[config.mk]
export PLATFORM = sky130hd
export DESIGN_NAME = alu8_seq
export DESIGN_NICKNAME = d
export VERILOG_FILES = /design/src/rtl/alu8_seq.sv
export SDC_FILE = /design/constraint.sdc
export NUM_CORES = 1
export LEC_CHECK = 0
export CORE_UTILIZATION = 50
export CTS_CLUSTER_DIAMETER = 30
export CTS_CLUSTER_SIZE = 24
export DETAILED_ROUTE_END_ITERATION = 12
export HOLD_SLACK_MARGIN = 0.12
export PLACE_DENSITY = 0.86
export SYNTH_ARGS = -nofsm -noshare
export SYNTH_HDL_FRONTEND = slang
export SYNTH_SLANG_ARGS = --single-unit
[constraint.sdc]
create_clock -name i_clk -period 2.3 [get_ports i_clk]
set_input_delay 0.23 -clock i_clk [delete_from_list [all_inputs] [get_ports i_clk]]
set_output_delay 0.23 -clock i_clk [all_outputs]
set_load 0.02 [all_outputs]
[src/rtl/alu8_seq.sv]
// Two-pass 8-bit sequencer driving a 4-bit ALU slice: low nibble, then high nibble with chained carry.
// Latency: start at edge k -> LO k..k+1, HI k+1..k+2, done/result visible k+2..k+3.
// Backpressure: start is taken in IDLE or DONE only; strobes during LO/HI are dropped (no queueing).
module alu8_seq (
    input  logic       i_clk,
    input  logic       i_rst_n,
    input  logic       i_start,
    input  logic [1:0] i_op,
    input  logic [7:0] i_opa,
    input  logic [7:0] i_opb,
    input  logic       i_cin,
    input  logic       i_acc,
    output logic       o_busy,
    output logic       o_done,
    output logic [7:0] o_result,
    output logic       o_cout,
    output logic [3:0] o_alu_a,
    output logic [3:0] o_alu_b,
    output logic       o_alu_c,
    output logic [1:0] o_alu_ctr,
    input  logic [3:0] i_alu_d,
    input  logic       i_alu_e
);

    typedef enum logic [1:0] {
        ST_IDLE = 2'd0,
        ST_LO   = 2'd1,
        ST_HI   = 2'd2,
        ST_DONE = 2'd3
    } state_t;

    state_t     r_state;
    state_t     w_next;
    logic       w_accept;

    logic [1:0] r_op;
    logic [7:0] r_a;
    logic [7:0] r_b;
    logic       r_cin;
    logic [3:0] r_res_lo;
    logic       r_carry;
    logic [7:0] r_result;
    logic       r_cout;

    // A new command is taken when idle or in the completion cycle, giving one command per 3 cycles.
    assign w_accept = i_start && ((r_state == ST_IDLE) || (r_state == ST_DONE));

    // State register.
    always_ff @(posedge i_clk or negedge i_rst_n) begin
        if (!i_rst_n) begin
            r_state <= ST_IDLE;
        end else begin
            r_state <= w_next;
        end
    end

    // Next-state logic: IDLE/DONE -> LO on accept, LO -> HI -> DONE unconditionally.
    always_comb begin
        w_next = r_state;
        case (r_state)
            ST_IDLE: w_next = w_accept ? ST_LO : ST_IDLE;
            ST_LO:   w_next = ST_HI;
            ST_HI:   w_next = ST_DONE;
            ST_DONE: w_next = w_accept ? ST_LO : ST_IDLE;
            default: w_next = ST_IDLE;
        endcase
    end

    // Output decode: status flags and ALU drive; ALU inputs are zero outside LO/HI.
    always_comb begin
        o_busy    = 1'b0;
        o_done    = 1'b0;
        o_alu_a   = 4'h0;
        o_alu_b   = 4'h0;
        o_alu_c   = 1'b0;
        o_alu_ctr = 2'b00;
        case (r_state)
            ST_LO: begin
                o_busy    = 1'b1;
                o_alu_a   = r_a[3:0];
                o_alu_b   = r_b[3:0];
                o_alu_c   = r_cin;
                o_alu_ctr = r_op;
            end
            ST_HI: begin
                o_busy    = 1'b1;
                o_alu_a   = r_a[7:4];
                o_alu_b   = r_b[7:4];
                o_alu_c   = r_carry;
                o_alu_ctr = r_op;
            end
            ST_DONE: begin
                o_busy = 1'b1;
                o_done = 1'b1;
            end
            default: ;
        endcase
    end

    // Datapath: latch the command on accept, capture the low nibble, then commit the full result.
    // With acc set, operand A is the result as it stands at the accept edge (last completed value).
    always_ff @(posedge i_clk or negedge i_rst_n) begin
        if (!i_rst_n) begin
            r_op     <= 2'b00;
            r_a      <= 8'h00;
            r_b      <= 8'h00;
            r_cin    <= 1'b0;
            r_res_lo <= 4'h0;
            r_carry  <= 1'b0;
            r_result <= 8'h00;
            r_cout   <= 1'b0;
        end else begin
            if (w_accept) begin
                r_op  <= i_op;
                r_a   <= i_acc ? r_result : i_opa;
                r_b   <= i_opb;
                r_cin <= i_cin;
            end
            if (r_state == ST_LO) begin
                r_res_lo <= i_alu_d;
                r_carry  <= i_alu_e;
            end
            if (r_state == ST_HI) begin
                r_result <= {i_alu_d, r_res_lo};
                r_cout   <= i_alu_e;
            end
        end
    end

    assign o_result = r_result;
    assign o_cout   = r_cout;

endmodule

Word-level counts from Yosys, hierarchy flattened
Index checks and enable logic that the tools add are counted.

Muxes and demuxes: 9. Equality and inequality tests: 3. Reductions and logical operators: 6.

Operators with widths (count): 4-bit case mux with 2 select lines (2); 8-bit 2-to-1 mux (1); 2-bit case mux with 3 select lines (1); 2-bit equality test, second input constant (2); 2-bit OR reduction (2); 1-bit 2-to-1 mux (3); 3-bit OR reduction (1); 2-bit by 1-bit equality test with 1-bit output, second input constant (1); 2-bit logical NOT (1); 2-bit 2-to-1 mux (1); 1-bit case mux with 2 select lines (1); 1-bit logical AND (1); 1-bit logical OR (1).

Output and inout bits: 22. Bits in registers: 35. Word-level logic and storage cells: 27. Bits of input ports: 28.

Depth between registers and ports, before layout
Gate-level depths: netlist (run 1).

Word-level depth: 5. Depth in mapped cells: 5. Depth with buffers taken out: 4.

Least setup slack after synthesis (run 1)
No wires, ideal clock.

Path kind: flip-flop to flip-flop. Start: register r_state[0]. End: register r_b[1]. Arrival: 1.440 ns. Cell stages (with the launch flop): 6. Library setup time: 0.125 ns. Required time: 2.175 ns. Setup slack: 0.736 ns. Path buffers: 1. Cells stage by stage: dfrtp_1 > inv_1 > ha_1 > nor2b_1 > buf_4 > mux2_2.

Cells in the longest elaborated chain, start to end: 3.

RTL lines: from (decl) (line 32) `state_t r_state;`; from (signal assigned) (line 53) `r_state <= w_next;`; 2-bit equality test or 2-bit logical NOT (tied branches) (line 46) `assign w_accept = i_start && ((r_state == ST_IDLE) || (r_state == ST_DONE));`; 1-bit logical OR * (line 46); 1-bit logical AND * (line 46); to (signal assigned) (line 116) `r_b <= i_opb;`; to (decl) (line 38) `logic [7:0] r_b;`.

Every way passes the cells marked *; elsewhere a longest branch is shown, timed or not. A chain may end at the register's enable or synchronous reset.

Worst setup path after layout (run 1)
Start: register r_state[1]. End: output o_alu_a[3].

Cells in the longest elaborated chain, start to end: 2.

RTL lines: 2-bit equality test or 2-bit by 1-bit equality test with 1-bit output (tied branches) (line 77) `case (r_state)`; 4-bit case mux with 2 select lines * (line 77); to (decl) (line 17) `output logic [3:0] o_alu_a,`.

Marks and branches as above.

==> flow_summary.rst, run 1 <==
.. list-table::
   :header-rows: 1

   * - Metric
     - Value
   * - Placer Congestion
     - 0.726
   * - Post-synth net total
     - ~150
   * - Mux cell area share after synthesis
     - between 30% and 40%
   * - Distinct cells, synth
     - 14
   * - Most common cell after layout, fill and taps aside
     - sky130_fd_sc_hd__clkdlybuf4s50_1
   * - Post-Synth Simple-Gate Area
     - about 4.5%
   * - Kind of critical path
     - flop to output port
   * - Number of global-route vias before repair
     - roughly 1,100
   * - Critical path arrival
     - about 1800 ps
   * - Clock tree from TritonCTS
     - built
   * - Cell type with the highest aggregate area in the netlist
     - sky130_fd_sc_hd__dfrtp_1
   * - Number of standard cells after synthesis
     - between 100 and 150
   * - Type of element capturing the critical path
     - output port
   * - Number of iterations in the first detailed-routing pass
     - 4
   * - Number of design rule violations left after detail routing
     - 0
   * - Number of buffers added by the clock tree synthesis step
     - 5
   * - Fraction of layout instances using a drive strength above 1
     - between 30% and 40%
   * - Die outline height
     - 60.0 µm
   * - Post-Route Skew
     - between 6 and 7 ps
   * - Post-synth design cell area
     - roughly 1700 µm²
   * - Final #Nets
     - between 200 and 250
   * - ANT nets after route
     - 0
   * - Synthesized flop and latch total
     - 35
   * - Number of fill cells in the layout
     - 225
   * - P&R area growth vs syn
     - 38.5%
   * - Largest family of logic cells by synthesized area
     - multiplexers
   * - Initial Utilization
     - between 50 and 60%
   * - Classification of the worst-slack hold path
     - primary input to asynchronous set/reset pin
   * - Area contributors post-synth
     - sky130_fd_sc_hd__dfrtp_1 52%, sky130_fd_sc_hd__mux2_2 16%, sky130_fd_sc_hd__mux2_4 14%
   * - Setup repair after global routing missed its margin
     - false
   * - Max-slew violations
     - 0
   * - Compound-cell area share of the yosys netlist
     - 4.62%
   * - Final Hold Vio Count
     - 0
   * - Final WL
     - around 3400 µm
   * - Rows
     - 20
   * - Final global-route overflow total
     - 0
   * - Hold Buf Count CTS
     - 0
   * - Drt initial violations
     - 17
   * - Count of buffers inserted at the top-level ports
     - 49
   * - Commonest cells after routing, fill and taps aside
     - 38 x sky130_fd_sc_hd__clkdlybuf4s50_1, 33 x sky130_fd_sc_hd__dfrtp_1, 24 x sky130_fd_sc_hd__mux2_2
   * - I/O pin count
     - 50
   * - Design Power
     - ~3.4 mW
   * - Total routing usage reported by global routing
     - about a fifth
   * - Min Clock Period, post-route
     - approximately 2000 ps
   * - Outcome
     - complete, no violations
   * - Maximum root-to-sink buffer count
     - 2
   * - Final HPWL DP
     - 2370 µm
   * - DR vias
     - 1,099
   * - Max IR drop VDD
     - a little under 0.0007 V
   * - Htree depth
     - 2
   * - Critical path required time
     - a little over 2000 ps
   * - Total number of yosys warnings
     - 0
   * - Via density
     - approximately 5.2
   * - Transition at the pin with the smallest max-transition slack
     - around 520 ps
   * - Antenna diode count
     - 0
   * - Number of antenna violations at the first check in global routing
     - 0
   * - Wire length of the first global-routing pass
     - ~5300 µm
   * - Worst hold slack across all endpoints
     - around 300 ps
   * - Count of buffers added by post-CTS timing repair for setup
     - 0
   * - Pin count of the biggest net entering global routing
     - 36
   * - F_max
     - between 0.5 and 0.6 GHz
   * - CTS clock-pin slew for the worst setup and hold paths
     - around 100 ps
   * - Top-area cell type share of the netlist area
     - 52.1%
   * - Total power per unit cell area
     - about 1500 nW/µm²
   * - Syn Area/Cell
     - 14.7 µm²
   * - Total Die Area
     - between 3000 and 4000 µm²
   * - Part of the Yosys area used for sequential elements
     - between 50% and 60%
   * - Fin crit share
     - approximately 86%
   * - Post-detailed-route wirelength per cell
     - 15.9 µm
   * - Largest fanout on the critical path
     - 10
   * - Post-layout utilization of the core
     - 74.4%
   * - Static leakage
     - roughly 1.1 nW
   * - Clock network latency to the later pin of the worst-skew pair
     - ~340 ps
   * - Worst slew margin relative to its limit
     - between 60% and 70%
   * - Die X
     - 60.0 µm
   * - Post-Synth Adder-Cell Area
     - under 10%
   * - Setup TNS Final
     - 0 ps
   * - Setup violation total in the final timing report
     - 0
   * - Core area
     - approximately 3100 µm²
   * - Xor/xnor cell area share of the yosys netlist
     - 0%
   * - Buffer cell driving the clock tree root
     - sky130_fd_sc_hd__clkbuf_4
   * - Crit start category
     - flop
   * - Number of sinks handled by clock tree synthesis
     - 35
   * - Total of max-cap violations
     - 0
cell usage after synthesis (all sizes together):
cell and n:
mux2 41, dfrtp 35, nor2b 10, a22oi 9
ha 6, buf 5, inv 3, and2 2
clkbuf 2, o21ba 1
cell families (layout without fill, tap and decap cells):
kind of cell / count (synthesis) / after routing
mux: 41 / 41
flops: 35 / 35
simple gates: 12 / 12
compound gates: 10 / 10
buf+inv: 10 / 63
fa+ha+maj: 6 / 6
critical path, stage by stage, from the launching register on:
cell	delay (ps)
sky130_fd_sc_hd__dfrtp_2	460
sky130_fd_sc_hd__inv_1	180
sky130_fd_sc_hd__ha_4	230
sky130_fd_sc_hd__a22oi_1	80
sky130_fd_sc_hd__nor2b_1	120
sky130_fd_sc_hd__dlygate4sd2_1	340
final cells by class:
cell class                      instances  area (µm²)  share of cell area [%]
Clock buffer                            6        51.3                    2.20
Multi-Input combinational cell         69         790                    33.9
Sequential cell                        35         878                    37.7
Timing Repair Buffer                   53         537                    23.1
Inverter                                3        11.3                   0.484
Tap cell                               44        55.1                    2.37
Clock inverter                          1        5.00                   0.215
flip-flops by register name (all words and copies together), names as in the netlist:
register  count
o_cout        1
o_result      8
r_a           8
r_b           8
r_carry       1
r_cin         1
r_op          2
r_res_lo      4
r_state       2
metal layers:
metal	GRT usage, %	vias up	share of wire (%)
met4	7.97	0	1.6
met1	24.6	541	43
li1	-	504	-
met5	0	-	0
met2	35.7	49	49
met3	7.58	5	6.6
where the power goes:
group,leakage [nW],internal [mW],switching [mW]
sequential,0.410,0.945,0.213
combinational,0.669,1.11,0.826
clock,0.0341,0.142,0.195
total,1.11,2.19,1.23
repair_timing:
| item | 4_1_cts | 5_1_grt |
|---|---|---|
| resized for setup | 10 | 10 |
| cloned | 0 | 0 |
| endpoints found under the setup margin | 11 | 8 |
path summary, 6_finish.rpt:
| kind | cells past startpoint | end | slack (ps) | start |
|---|---|---|---|---|
| worst max-delay path | 5 | o_alu_a[3] | 320 | r_state[1] |
| worst min-delay path | 2 | r_op[0] | 300 | i_rst_n |
| worst max register to register | 5 | r_cin | 490 | r_state[1] |
| worst min register to register | 1 | o_cout | 510 | o_cout |
| max in group asynchronous | 2 | r_state[0] | 1680 | i_rst_n |
| min in group i_clk | 2 | r_b[7] | 510 | i_opb[7] |
per-stage QoR:
stage               setup slack [ps]  area [µm²]  cells
global placement                 293        2210    204
CTS                             1.95        2310    211
finish                           322        2330    211
detailed placement               248        2210    204
floorplan                        736        1680    114
global route                     193        2330    211
Note: power is estimated with default switching activity, not from simulation.
==> inputs of run 2 (changes only) <==
--- a/config.mk
+++ b/config.mk
@@ -9,7 +9,6 @@
 export CTS_CLUSTER_DIAMETER = 30
 export CTS_CLUSTER_SIZE = 24
 export DETAILED_ROUTE_END_ITERATION = 12
-export HOLD_SLACK_MARGIN = 0.12
 export PLACE_DENSITY = 0.86
 export SYNTH_ARGS = -nofsm -noshare
 export SYNTH_HDL_FRONTEND = slang
==> results of run 2 <==
The final DEF is identical to that of run 1; final timing and power are the same.
==> inputs of run 3 (changes only) <==
--- a/config.mk
+++ b/config.mk
@@ -9,6 +9,7 @@
 export CTS_CLUSTER_DIAMETER = 30
 export CTS_CLUSTER_SIZE = 24
 export DETAILED_ROUTE_END_ITERATION = 12
+export GPL_TIMING_DRIVEN = 0
 export PLACE_DENSITY = 0.86
 export SYNTH_ARGS = -nofsm -noshare
 export SYNTH_HDL_FRONTEND = slang
==> run 3 against run 2 <==
Against the previous run:
- core utilization is 2.1 points lower
- global-route usage is 0.70 points lower
- routed wire length is 3.9% lower
- clock skew is 2.1 ps lower
- worst setup slack worse by 180 ps
- count of clock-buffer cells in the layout stayed put
- critical path depth stayed put
- sequential share of layout area is 0.97 points higher
- sequential power hardly changed
- clock power is 13% lower
- maximum frequency is 8.2% lower
- die area stayed put
==> flow_summary.rst, run 3 (same netlist as run 1, synthesis figures left out) <==
.. list-table::
   :header-rows: 1

   * - Metric
     - Value
   * - Total Die Area
     - 3600 µm²
   * - Total routing usage reported by global routing
     - between 20% and 30%
   * - Design Power
     - roughly 3.3 mW
   * - Final HPWL DP
     - between 2000 and 2500 µm
   * - Number of global-route vias before repair
     - approximately 1,100
   * - Terminus of the critical flop-to-flop path
     - r_b[7]
   * - Outcome
     - complete, no violations
   * - Worst stage delay on the critical path
     - approximately 420 ps
   * - Worst slew margin relative to its limit
     - around 50%
   * - P&R area growth vs syn
     - 34.6%
   * - ANT nets after route
     - 0
   * - CTS clock-pin slew for the worst setup and hold paths
     - roughly 100 ps
   * - Commonest cells after routing, fill and taps aside
     - 36 x sky130_fd_sc_hd__clkdlybuf4s50_1, 35 x sky130_fd_sc_hd__dfrtp_1, 24 x sky130_fd_sc_hd__mux2_2
   * - Area taken by flip-flops and latches
     - around 880 µm²
   * - Cells traversed along the worst timing path
     - inv_1 > ha_1 > clkbuf_2 > nor2b_1 > dlygate4sd2_1
   * - Setup violation total in the final timing report
     - 0
   * - Worst hold slack across all endpoints
     - between 300 and 400 ps
   * - Post-detailed-route wirelength per cell
     - approximately 15 µm
   * - Worst reg-to-reg path cell count
     - 5
   * - Total power per unit cell area
     - about 1500 nW/µm²
   * - Core area
     - 3130 µm²
   * - Die outline height
     - between 50 and 60 µm
   * - Crit start category
     - flop
   * - Setup repair after global routing missed its margin
     - false
   * - I/O pin count
     - 50
   * - Count of buffers inserted at the top-level ports
     - 48
   * - Buffer cell driving the clock tree root
     - sky130_fd_sc_hd__clkbuf_4
   * - Classification of the worst-slack hold path
     - primary input to flop
   * - Number of iterations in the first detailed-routing pass
     - 4
   * - Number of buffers added by the clock tree synthesis step
     - 5
   * - Worst setup path endpoint
     - o_alu_a[1]
   * - Multi-input gate area
     - about 760 µm²
   * - Antenna diode count
     - 0
   * - Max-slew violations
     - 0
   * - Pin count of the biggest net entering global routing
     - 36
   * - Critical path arrival
     - 1920 ps
   * - Fin crit share
     - 93.7%
   * - Static leakage
     - between 1 and 1.5 nW
   * - DR vias
     - about 1,100
   * - Drt initial violations
     - 25
   * - R2r startpoint
     - r_state[0]
   * - Via density
     - 5.10
   * - Final #Nets
     - 205
   * - Clock tree from TritonCTS
     - built
   * - Post-Route Skew
     - ~4.0 ps
   * - Post-layout utilization of the core
     - between 70 and 80%
   * - Maximum root-to-sink buffer count
     - 2
   * - Rows
     - 20
   * - Fraction of layout instances using a drive strength above 1
     - a little under two fifths
   * - Max IR drop VDD
     - ~0.00074 V
   * - Most common cell after layout, fill and taps aside
     - sky130_fd_sc_hd__clkdlybuf4s50_1
   * - Total of max-cap violations
     - 0
   * - Wire length of the first global-routing pass
     - between 5000 and 6000 µm
   * - Type of element capturing the critical path
     - output port
   * - Reg-to-reg slack, setup
     - about 510 ps
   * - Final global-route overflow total
     - 0
   * - Min Clock Period, post-route
     - around 2200 ps
   * - Placer Congestion
     - roughly 0.74
   * - Number of antenna violations at the first check in global routing
     - 0
   * - Initial Utilization
     - 53.7%
   * - F_max
     - approximately 0.46 GHz
   * - Largest fanout on the critical path
     - 10
   * - Die X
     - between 50 and 60 µm
   * - Htree depth
     - 2
   * - Critical path startpoint
     - r_state[0]
   * - Cell with the largest stage delay on the worst path
     - sky130_fd_sc_hd__dfrtp_1
   * - Critical path required time
     - 2070 ps
   * - Clock network latency to the later pin of the worst-skew pair
     - approximately 330 ps
   * - Kind of critical path
     - flop to output port
   * - Final Hold Vio Count
     - 0
   * - Final WL
     - around 3200 µm
   * - Setup TNS Final
     - 0 ps
   * - Number of fill cells in the layout
     - roughly 220
   * - Transition at the pin with the smallest max-transition slack
     - around 750 ps
   * - Number of sinks handled by clock tree synthesis
     - 35
   * - Number of design rule violations left after detail routing
     - 0
## run 3: power by group
part           internal (mW)  total [mW]  leakage (nW)  switching, mW
Clock                  0.109       0.293        0.0242          0.184
Sequential             0.941        1.14         0.412          0.201
Combinational           1.05        1.88         0.584          0.835
Total                   2.10        3.32          1.02           1.22
## run 3: worst min-delay path by stage
stage / slack (ps) / start / cells after the start / end
CTS: 330 / i_acc / 3 / r_a[3]
global route: 330 / i_acc / 3 / r_a[3]
global placement: 470 / r_b[6] / 1 / r_b[6]
detailed placement: 350 / i_rst_n / 1 / r_op[0]
floorplan: -70 / i_rst_n / 0 / o_cout
finish: 340 / i_acc / 3 / r_a[3]
## run 3: worst max-delay path, delay by kind of cell, from the launching register on
| kind | cells | cell delay [ps] |
|---|---|---|
| buf+inv | 3 | 680 |
| fa+ha+maj | 1 | 360 |
| simple gates | 1 | 140 |
| flops | 1 | 420 |
## run 3: what timing repair did
item | 4_1_cts | 5_1_grt
endpoints found under the hold margin | 35 | 0
resized for setup | 14 | 15
buffers inserted | 0 | 2
hold buffers | 1 | 0
setup endpoints to repair | 11 | 10
## run 3: cell type report
class | count | share of cell area (%)
Buffer | 6 | 2.05
Clock buffer | 6 | 1.83
Inverter | 3 | 0.498
Multi-Input combinational cell | 69 | 33.8
Sequential cell | 35 | 38.7
Tap cell | 44 | 2.43
Timing Repair Buffer | 51 | 20.7
## run 3: through the flow
step	worst slack, ps	area (µm²)	instances
finish	145	2260	214
global route	2.54	2260	214
CTS	58.0	2260	212
detailed placement	62.0	2210	206
global placement	139	2220	206
floorplan	736	1680	114
## run 3: metal layers
| metal | routed length, µm | GRT usage [%] | vias up |
|---|---|---|---|
| met5 | 0 | 0 | - |
| met2 | 1520 | 35.7 | 45 |
| li1 | - | - | 513 |
| met1 | 1480 | 23.7 | 531 |
| met3 | 199 | 7.14 | 2 |
| met4 | 22 | 5.65 | 0 |
